`src/rtl/uart_rx.sv`:
```
// uart_rx: 8N1 UART receiver, 1x sampling on baud_clk.
// Ports: baud_clk, reset (async, high), rx_data_in -> rx_data, rx_valid, rx_frame_err.
module uart_rx #(
  parameter int DATA_BITS   = 8,
  parameter int SYNC_STAGES = 2
) (
  input  logic                 baud_clk,
  input  logic                 reset,
  input  logic                 rx_data_in,
  output logic [DATA_BITS-1:0] rx_data,
  output logic                 rx_valid,
  output logic                 rx_frame_err
);

  localparam int CW = (DATA_BITS > 1) ? $clog2(DATA_BITS) : 1;
  localparam logic [CW-1:0] LAST = CW'(DATA_BITS - 1);

  typedef enum logic [1:0] {
    IDLE,
    DATA,
    STOP,
    WAIT_IDLE
  } state_t;

  state_t               state_q, state_d;
  logic [CW-1:0]        cnt_q, cnt_d;
  logic [DATA_BITS-1:0] shreg_q, shreg_d;
  logic [DATA_BITS-1:0] data_d;
  logic                 valid_d;
  logic                 err_d;
  logic [SYNC_STAGES-1:0] sync_q;
  logic                 s;

  // Synchronizer resets to all ones so the line reads idle.
  always_ff @(posedge baud_clk or posedge reset) begin
    if (reset) begin
      sync_q <= '1;
    end else begin
      sync_q <= {sync_q[SYNC_STAGES-2:0], rx_data_in};
    end
  end

  assign s = sync_q[SYNC_STAGES-1];

  always_ff @(posedge baud_clk or posedge reset) begin
    if (reset) begin
      state_q      <= IDLE;
      cnt_q        <= '0;
      shreg_q      <= '0;
      rx_data      <= '0;
      rx_valid     <= 1'b0;
      rx_frame_err <= 1'b0;
    end else begin
      state_q      <= state_d;
      cnt_q        <= cnt_d;
      shreg_q      <= shreg_d;
      rx_data      <= data_d;
      rx_valid     <= valid_d;
      rx_frame_err <= err_d;
    end
  end

  always_comb begin
    state_d = state_q;
    cnt_d   = cnt_q;
    shreg_d = shreg_q;
    data_d  = rx_data;
    valid_d = 1'b0;
    err_d   = 1'b0;
    unique case (state_q)
      IDLE: begin
        if (!s) begin
          cnt_d   = '0;
          state_d = DATA;
        end
      end
      DATA: begin
        // LSB arrives first, so shift in from the top.
        shreg_d = {s, shreg_q[DATA_BITS-1:1]};
        cnt_d   = cnt_q + 1'b1;
        if (cnt_q == LAST) begin
          state_d = STOP;
        end
      end
      STOP: begin
        if (s) begin
          data_d  = shreg_q;
          valid_d = 1'b1;
          state_d = IDLE;
        end else begin
          err_d   = 1'b1;
          state_d = WAIT_IDLE;
        end
      end
      WAIT_IDLE: begin
        // A held-low line must not read as repeated start bits.
        if (s) begin
          state_d = IDLE;
        end
      end
      default: begin
        state_d = IDLE;
      end
    endcase
  end

endmodule

```
`config.mk`:
```
export PLATFORM = sky130hd
export DESIGN_NAME = uart_rx
export DESIGN_NICKNAME = d
export VERILOG_FILES = /design/src/rtl/uart_rx.sv
export SDC_FILE = /design/constraint.sdc
export NUM_CORES = 1
export LEC_CHECK = 0
export ABC_AREA = 1
export BUFFER_PORTS_ARGS = -buffer_cell sky130_fd_sc_hd__buf_2
export CORE_MARGIN = 3
export CORE_UTILIZATION = 45
export DETAILED_ROUTE_END_ITERATION = 8
export GPL_TIMING_DRIVEN = 1
export PLACE_DENSITY = 0.62
export SLEW_MARGIN = 20
export SYNTH_ARGS = -nofsm -noshare
export SYNTH_HDL_FRONTEND = slang
export SYNTH_SLANG_ARGS = --single-unit
```
`constraint.sdc`:
```
create_clock -name baud_clk -period 1.4 [get_ports baud_clk]
set_input_delay 0.21 -clock baud_clk [delete_from_list [all_inputs] [get_ports baud_clk]]
set_output_delay 0.21 -clock baud_clk [all_outputs]
set_load 0.01 [all_outputs]
```
==> results.yml, run 1 <==
timing:
  setup_viol: 0
  rsz0062_at_grt: "false"
  fmaxAchievable_mhz: 904.3
  final.period_utilization_pct: 78.99
  fin_ws_ns: 0.2941
  slew_viol_final: 0
  fin_skew_ns: 0.005139
  hold_viol_final: 0
  period_needed_ns: 1.106
  timing.slew.headroom_pct: 79.69
  worst_pin_slew_ns: 0.3046
  setup_tns_ns: 0
worst_setup_path:
  cp.required_ns: 1.66
  end_kind: "flop"
  crit_path_max_fanout: 13
  path_class: "reg -> reg"
  arrival_ns: 1.36
  cp-start-kind: "flop"
pwr:
  clock_power_share_pct: 13.2
  p_leak_nw: 0.6313
  switchingPower_mw: 0.9081
  comb_power_share_pct: 36.3
  switching_share_pct: 38.58
  ir_drop_mv: 0.9562
  pwr-share-seq_pct: 50.5
  internal-power_mw: 1.445
  powerDensity_nw_per_um2: 2045
layout:
  final_nets: 124
  drive_gt1_share_pct: 22.88
  fillers: 185
  syn_to_final_growth_pct: 12.88
  antenna_cells: 0
die:
  floorplan.initialDensity_pct: 49.45
  die_w_um: 53.61
  rows: 16
  num_io_pins: 13
  core_um2: 2062
  die_height_um: 53.61
  dieArea_um2: 2874
route:
  drt_iter0_drc: 17
  vias_per_cell: 4.655
  dr.pass1.iters: 4
  drc: 0
  drt-total-wl_um: 1571
  wl_per_cell_um: 10.83
  vias: 675
  ant_nets: 0
synth:
  synth_common_cells: "nand2_1, dfrtp_1, nand4_1"
  yosysMostFrequentCell: "nand2_1"
  yosysWarnings: 0
  synth_cell_types: 19
  netlist_area_um2: 1020
  synth_edf_count: 0
  yosys.area.top_type: "dfrtp_1"
  postSynth.asyncResetShare_pct: 100.0
  yosys-top-cells-area: "dfrtp_1, nand2_1, dfstp_2"
  ys_seq_elements: 25
  syn_area_per_cell_um2: 10.10
  ys_seq_area_share_pct: 61.60
  ys.flop_type: "dfrtp_1"
  synth_top_area_share_pct: 56.44
  syn-num-nets: 106
  syn_inst: 101
clocking:
  root_buffer: "clkbuf_4"
  cts_buffers: 3
  cts_max_path_buffers: 2
  cts_resized: 0
  clock_latency_ns: 0.31
  clk_pin_slew_ns: 0.12
  cts_tree: "done"
  cts-htree-levels: 1
  cts.sinks: 25
place:
  place_hpwl_um: 1120
  port_buffers: 12
  routabilityCongestion: 0.7153
  pre_cts_slack_ns: 0.3188
global_routing:
  grt.total_usage_pct: 13.59
  grt_max_degree: 26
  grt_pass1_wl_um: 2773
  antenna_found_initial: 0
  grt_pass1_vias: 610
  grt_overflow: 0
status:
  status: "finished clean"
min_path:
  holdCritPathClass: "reg -> reg"
flow_run:
  drv_cap: 0
routing by layer:
layer,track usage [%],wire (um),up-vias
met5,0,0,-
met4,8.936,34,0
met2,18.98,631,14
li1,-,-,356
met3,2.493,76,4
met1,19.18,828,301
worst paths after layout:
| path | start | end | slack, ns | cells past startpoint |
|---|---|---|---|---|
| max | sync_q[1] | cnt_q[0] | 0.29 | 4 |
| min | sync_q[0] | sync_q[1] | 0.37 | 0 |
| max reg2reg | sync_q[1] | cnt_q[0] | 0.29 | 4 |
| min reg2reg | sync_q[0] | sync_q[1] | 0.37 | 0 |
| max in group asynchronous | reset | sync_q[1] | 0.64 | 4 |
| min in group asynchronous | reset | rx_data[3] | 0.47 | 4 |
cell families after synthesis:
kind of cell | synth area share [%]
AO/OA/AOI/OAI | 2.699
adder cells (fa/ha/maj) | 2.454
buffers and inverters | 5.521
flip-flops | 61.59
AND/OR/NAND/NOR | 27.73
worst max-delay path, stage by stage, from the launching register on:
cell	delay, ns
dfstp_2	0.69
inv_1	0.10
nand2_1	0.11
nand3_1	0.08
nand2_1	0.07
area by class of cell:
cell class | count | area (um^2) | area share, %
Inverter | 8 | 32.53 | 2.826
Sequential cell | 25 | 628.1 | 54.57
Clock buffer | 4 | 26.28 | 2.283
Timing Repair Buffer | 16 | 95.09 | 8.261
Multi-Input combinational cell | 65 | 335.3 | 29.13
Tap cell | 27 | 33.78 | 2.935
timing repair:
action	in CTS	in global routing
hold buffers	2	0
setup buffers	0	0
endpoints found under the hold margin	24	0
metrics by stage:
step                hold slack, ns  utilization (%)  power [mW]  instances  cell area [um^2]
floorplan                   0.2145                -       1.857        101              1020
global route                0.3682            55.83       2.572        145              1151
finish                      0.3660            55.83       2.353        145              1151
detailed placement          0.2758            53.58       2.075        139              1105
CTS                         0.3658            55.83       2.392        145              1151
global placement            0.2716            53.58       2.055        139              1105
layout by cell type (no fill, tap or decap), drive strengths merged:
cell / synthesis / routed
ha: 2 / 2
inv: 8 / 8
nor3: 1 / 1
dlygate4sd3: 0 / 2
o21ai: 4 / 4
dfstp: 2 / 2
clkbuf: 0 / 4
dfrtp: 23 / 23
nand3: 5 / 5
buf: 3 / 14
nand4: 8 / 8
nand2: 44 / 44
nor2: 1 / 1
power by group through the flow:
stage / clock network, mW / registers [mW] / logic, mW
final: 0.311 / 1.19 / 0.854
after global routing: 0.351 / 1.23 / 0.992
after CTS: 0.327 / 1.19 / 0.874
after detailed placement: 0 / 1.21 / 0.868
after global placement: 0 / 1.21 / 0.847
after floorplan: 0 / 1.22 / 0.633
flip-flops by register name, indices dropped and copies added, names as in the netlist:
name          cells
rx_valid          1
sync_q            2
rx_data           8
state_q           2
cnt_q             3
shreg_q           8
rx_frame_err      1
Note: power is estimated with default switching activity, not from simulation.
==> inputs of run 2 (changes only) <==
--- a/config.mk
+++ b/config.mk
@@ -11,7 +11,7 @@
 export CORE_UTILIZATION = 45
 export DETAILED_ROUTE_END_ITERATION = 8
 export GPL_TIMING_DRIVEN = 1
-export PLACE_DENSITY = 0.62
+export PLACE_DENSITY = 0.64
 export SLEW_MARGIN = 20
 export SYNTH_ARGS = -nofsm -noshare
 export SYNTH_HDL_FRONTEND = slang
==> constraint.sdc (replaced) <==
create_clock -name baud_clk -period 1 [get_ports baud_clk]
set_input_delay 0.15 -clock baud_clk [delete_from_list [all_inputs] [get_ports baud_clk]]
set_output_delay 0.15 -clock baud_clk [all_outputs]
set_load 0.01 [all_outputs]
==> run 2 against run 1 <==
  * The run now ends with setup timing left
  * Clock power increased by 42%
  * Utilization grew 7.0 points
  * Final cell count increased by 8.3%
  * Register-to-register slack lost 0.31 ns
  * Hold slack worse by 0.079 ns
  * Via count is 12% higher
  * Critical path depth is the same
  * Clock skew rose by 0.0027 ns
  * Global-route usage grew 1.6 points
  * Sequential share of layout area shrank 6.0 points
  * Setup slack got worse by 0.31 ns
  * Total power grew 57%
  * Critical endpoint is now state_q[0]
==> results.yml, run 2 (synthesized netlist as in run 1, its figures left out) <==
clocking:
  root_buffer: "clkbuf_4"
  cts_max_path_buffers: 2
  cts_buffers: 3
  cts_tree: "done"
  cts.sinks: 25
  clock_latency_ns: 0.31
  clk_pin_slew_ns: 0.13
  cts-htree-levels: 1
global_routing:
  grt_pass1_wl_um: 3132
  grt_pass1_vias: 764
  grt.total_usage_pct: 15.20
  antenna_found_initial: 0
  grt_max_degree: 14
  grt_overflow: 0
pwr:
  powerDensity_nw_per_um2: 2852
  switchingPower_mw: 1.435
  internal-power_mw: 2.262
  comb_power_share_pct: 42.5
  pwr-share-seq_pct: 45.6
  ir_drop_mv: 1.535
  switching_share_pct: 38.81
  clock_power_share_pct: 11.9
  p_leak_nw: 0.6938
status:
  violations: "setup timing"
  status: "finished with violations"
route:
  vias: 754
  wl_per_cell_um: 11.68
  vias_per_cell: 4.803
  dr.pass1.iters: 4
  ant_nets: 0
  drt_iter0_drc: 7
  drt-total-wl_um: 1833
  drc: 0
worst_setup_path:
  cp_top_family: "flip-flops"
  end_kind: "flop"
  reg2reg_depth: 4
  r2r_slack_ns: -0.01
  critical_path.slowest_cell: "dfstp_2"
  cp.required_ns: 1.22
  max_stage_delay_ns: 0.63
  crit_path_max_fanout: 6
  arrival_ns: 1.24
  crit_path_cell_trace: "buf_6, nand2_2, nand2_2, inv_1"
  cp_common_cell: "nand2_2"
  path_class: "reg -> reg"
  critical_path_buf_inv_count: 2
  reg2reg_to: "state_q[0]"
  reg2reg_from: "sync_q[1]"
  cp-start-kind: "flop"
timing:
  slew_viol_final: 0
  worst_pin_slew_ns: 0.2606
  fmaxAchievable_mhz: 985.8
  setup_tns_ns: -0.02526
  period_needed_ns: 1.014
  rsz0062_at_grt: "true"
  fin_ws_ns: -0.01444
  hold_viol_final: 0
  final.period_utilization_pct: 101.4
  fin_skew_ns: 0.007815
  timing.slew.headroom_pct: 82.60
  setup_viol: 3
die:
  rows: 16
  num_io_pins: 13
  die_w_um: 53.61
  floorplan.initialDensity_pct: 49.45
  core_um2: 2062
  dieArea_um2: 2874
  die_height_um: 53.61
place:
  port_buffers: 12
  routabilityCongestion: 0.7958
  pre_cts_slack_ns: -0.02308
  place_hpwl_um: 1271
flow_run:
  drv_cap: 0
layout:
  fillers: 177
  drive_gt1_share_pct: 36.15
  layout_commonest_cell: "nand2_1"
  final_nets: 136
  syn_to_final_growth_pct: 27.12
  most-common-layout-cells: "nand2_1, dfrtp_1, buf_2, buf_4, nand4_1"
  reg_top3: "rx_data: 8 flops, shreg_q: 8 flops, cnt_q: 3 flops"
  antenna_cells: 0
  post-route-util_pct: 62.86
min_path:
  holdCritPathClass: "in -> async"
-- run 2: cell types whose count changed in the layout (fill, tap and decap cells not counted), sizes merged --
cell	before	now
buf	14	26
-- run 2: cell type report --
class	count	area, um^2	share of cell area (%)
multi-input cells	65	379.1	29.25
inverters	8	35.03	2.703
repair buffers	28	192.7	14.86
well taps	27	33.78	2.606
flip-flops and latches	25	629.4	48.55
clock buffers	4	26.28	2.027
-- run 2: timing repair --
item,4_1_cts,5_1_grt
hold buffers,2,0
gates resized for setup,4,8
setup endpoints to repair,18,31
hold endpoints to repair,6,0
pin swaps,2,3
setup buffers,5,3
-- run 2: through the flow --
| step | hold WS [ns] | instance area, um^2 | cells | power (mW) |
|---|---|---|---|---|
| finish | 0.2866 | 1296 | 157 | 3.697 |
| CTS | 0.2860 | 1242 | 154 | 3.556 |
| detailed placement | 0.08727 | 1150 | 143 | 2.982 |
| global placement | 0.08318 | 1150 | 143 | 2.951 |
| global route | 0.2947 | 1296 | 157 | 4.016 |
| floorplan | 0.1545 | 1035 | 101 | 2.634 |
-- run 2: power groups by stage --
stage | sequential, mW | clock (mW) | combinational (mW)
after floorplan | 1.72 | 0 | 0.910
after global placement | 1.70 | 0 | 1.26
after detailed placement | 1.70 | 0 | 1.28
after CTS | 1.67 | 0.457 | 1.42
after global routing | 1.73 | 0.495 | 1.79
final | 1.69 | 0.441 | 1.57
-- run 2: worst max-delay path by stage --
| stage | startpoint | endpoint | slack [ns] | cells past startpoint |
|---|---|---|---|---|
| 2_1_floorplan | cnt_q[0] | state_q[1] | 0.03 | 4 |
| 3_3_place_gp | cnt_q[1] | state_q[1] | -0.002 | 4 |
| 3_5_place_dp | cnt_q[1] | state_q[1] | -0.02 | 4 |
| 4_1_cts | rx_data[5] | rx_data[5] | -0.008 | 1 |
| 5_1_grt | sync_q[1] | rx_data[4] | -0.08 | 3 |
| 6_report | sync_q[1] | state_q[0] | -0.01 | 4 |
-- run 2: worst register-to-register path, cell delays in order, from the launching register on --
cell and delay [ns]:
dfstp_2 0.63, buf_6 0.13, nand2_2 0.06, nand2_2 0.08
inv_1 0.04
-- run 2: layer usage --
metal / part of all wire (%) / global-route usage, % / routed length (um)
met4: 1.5 / 9.787 / 27
met1: 49 / 17.76 / 900
met3: 3.4 / 2.493 / 63
met5: 0 / 0 / 0
met2: 46 / 25.71 / 841
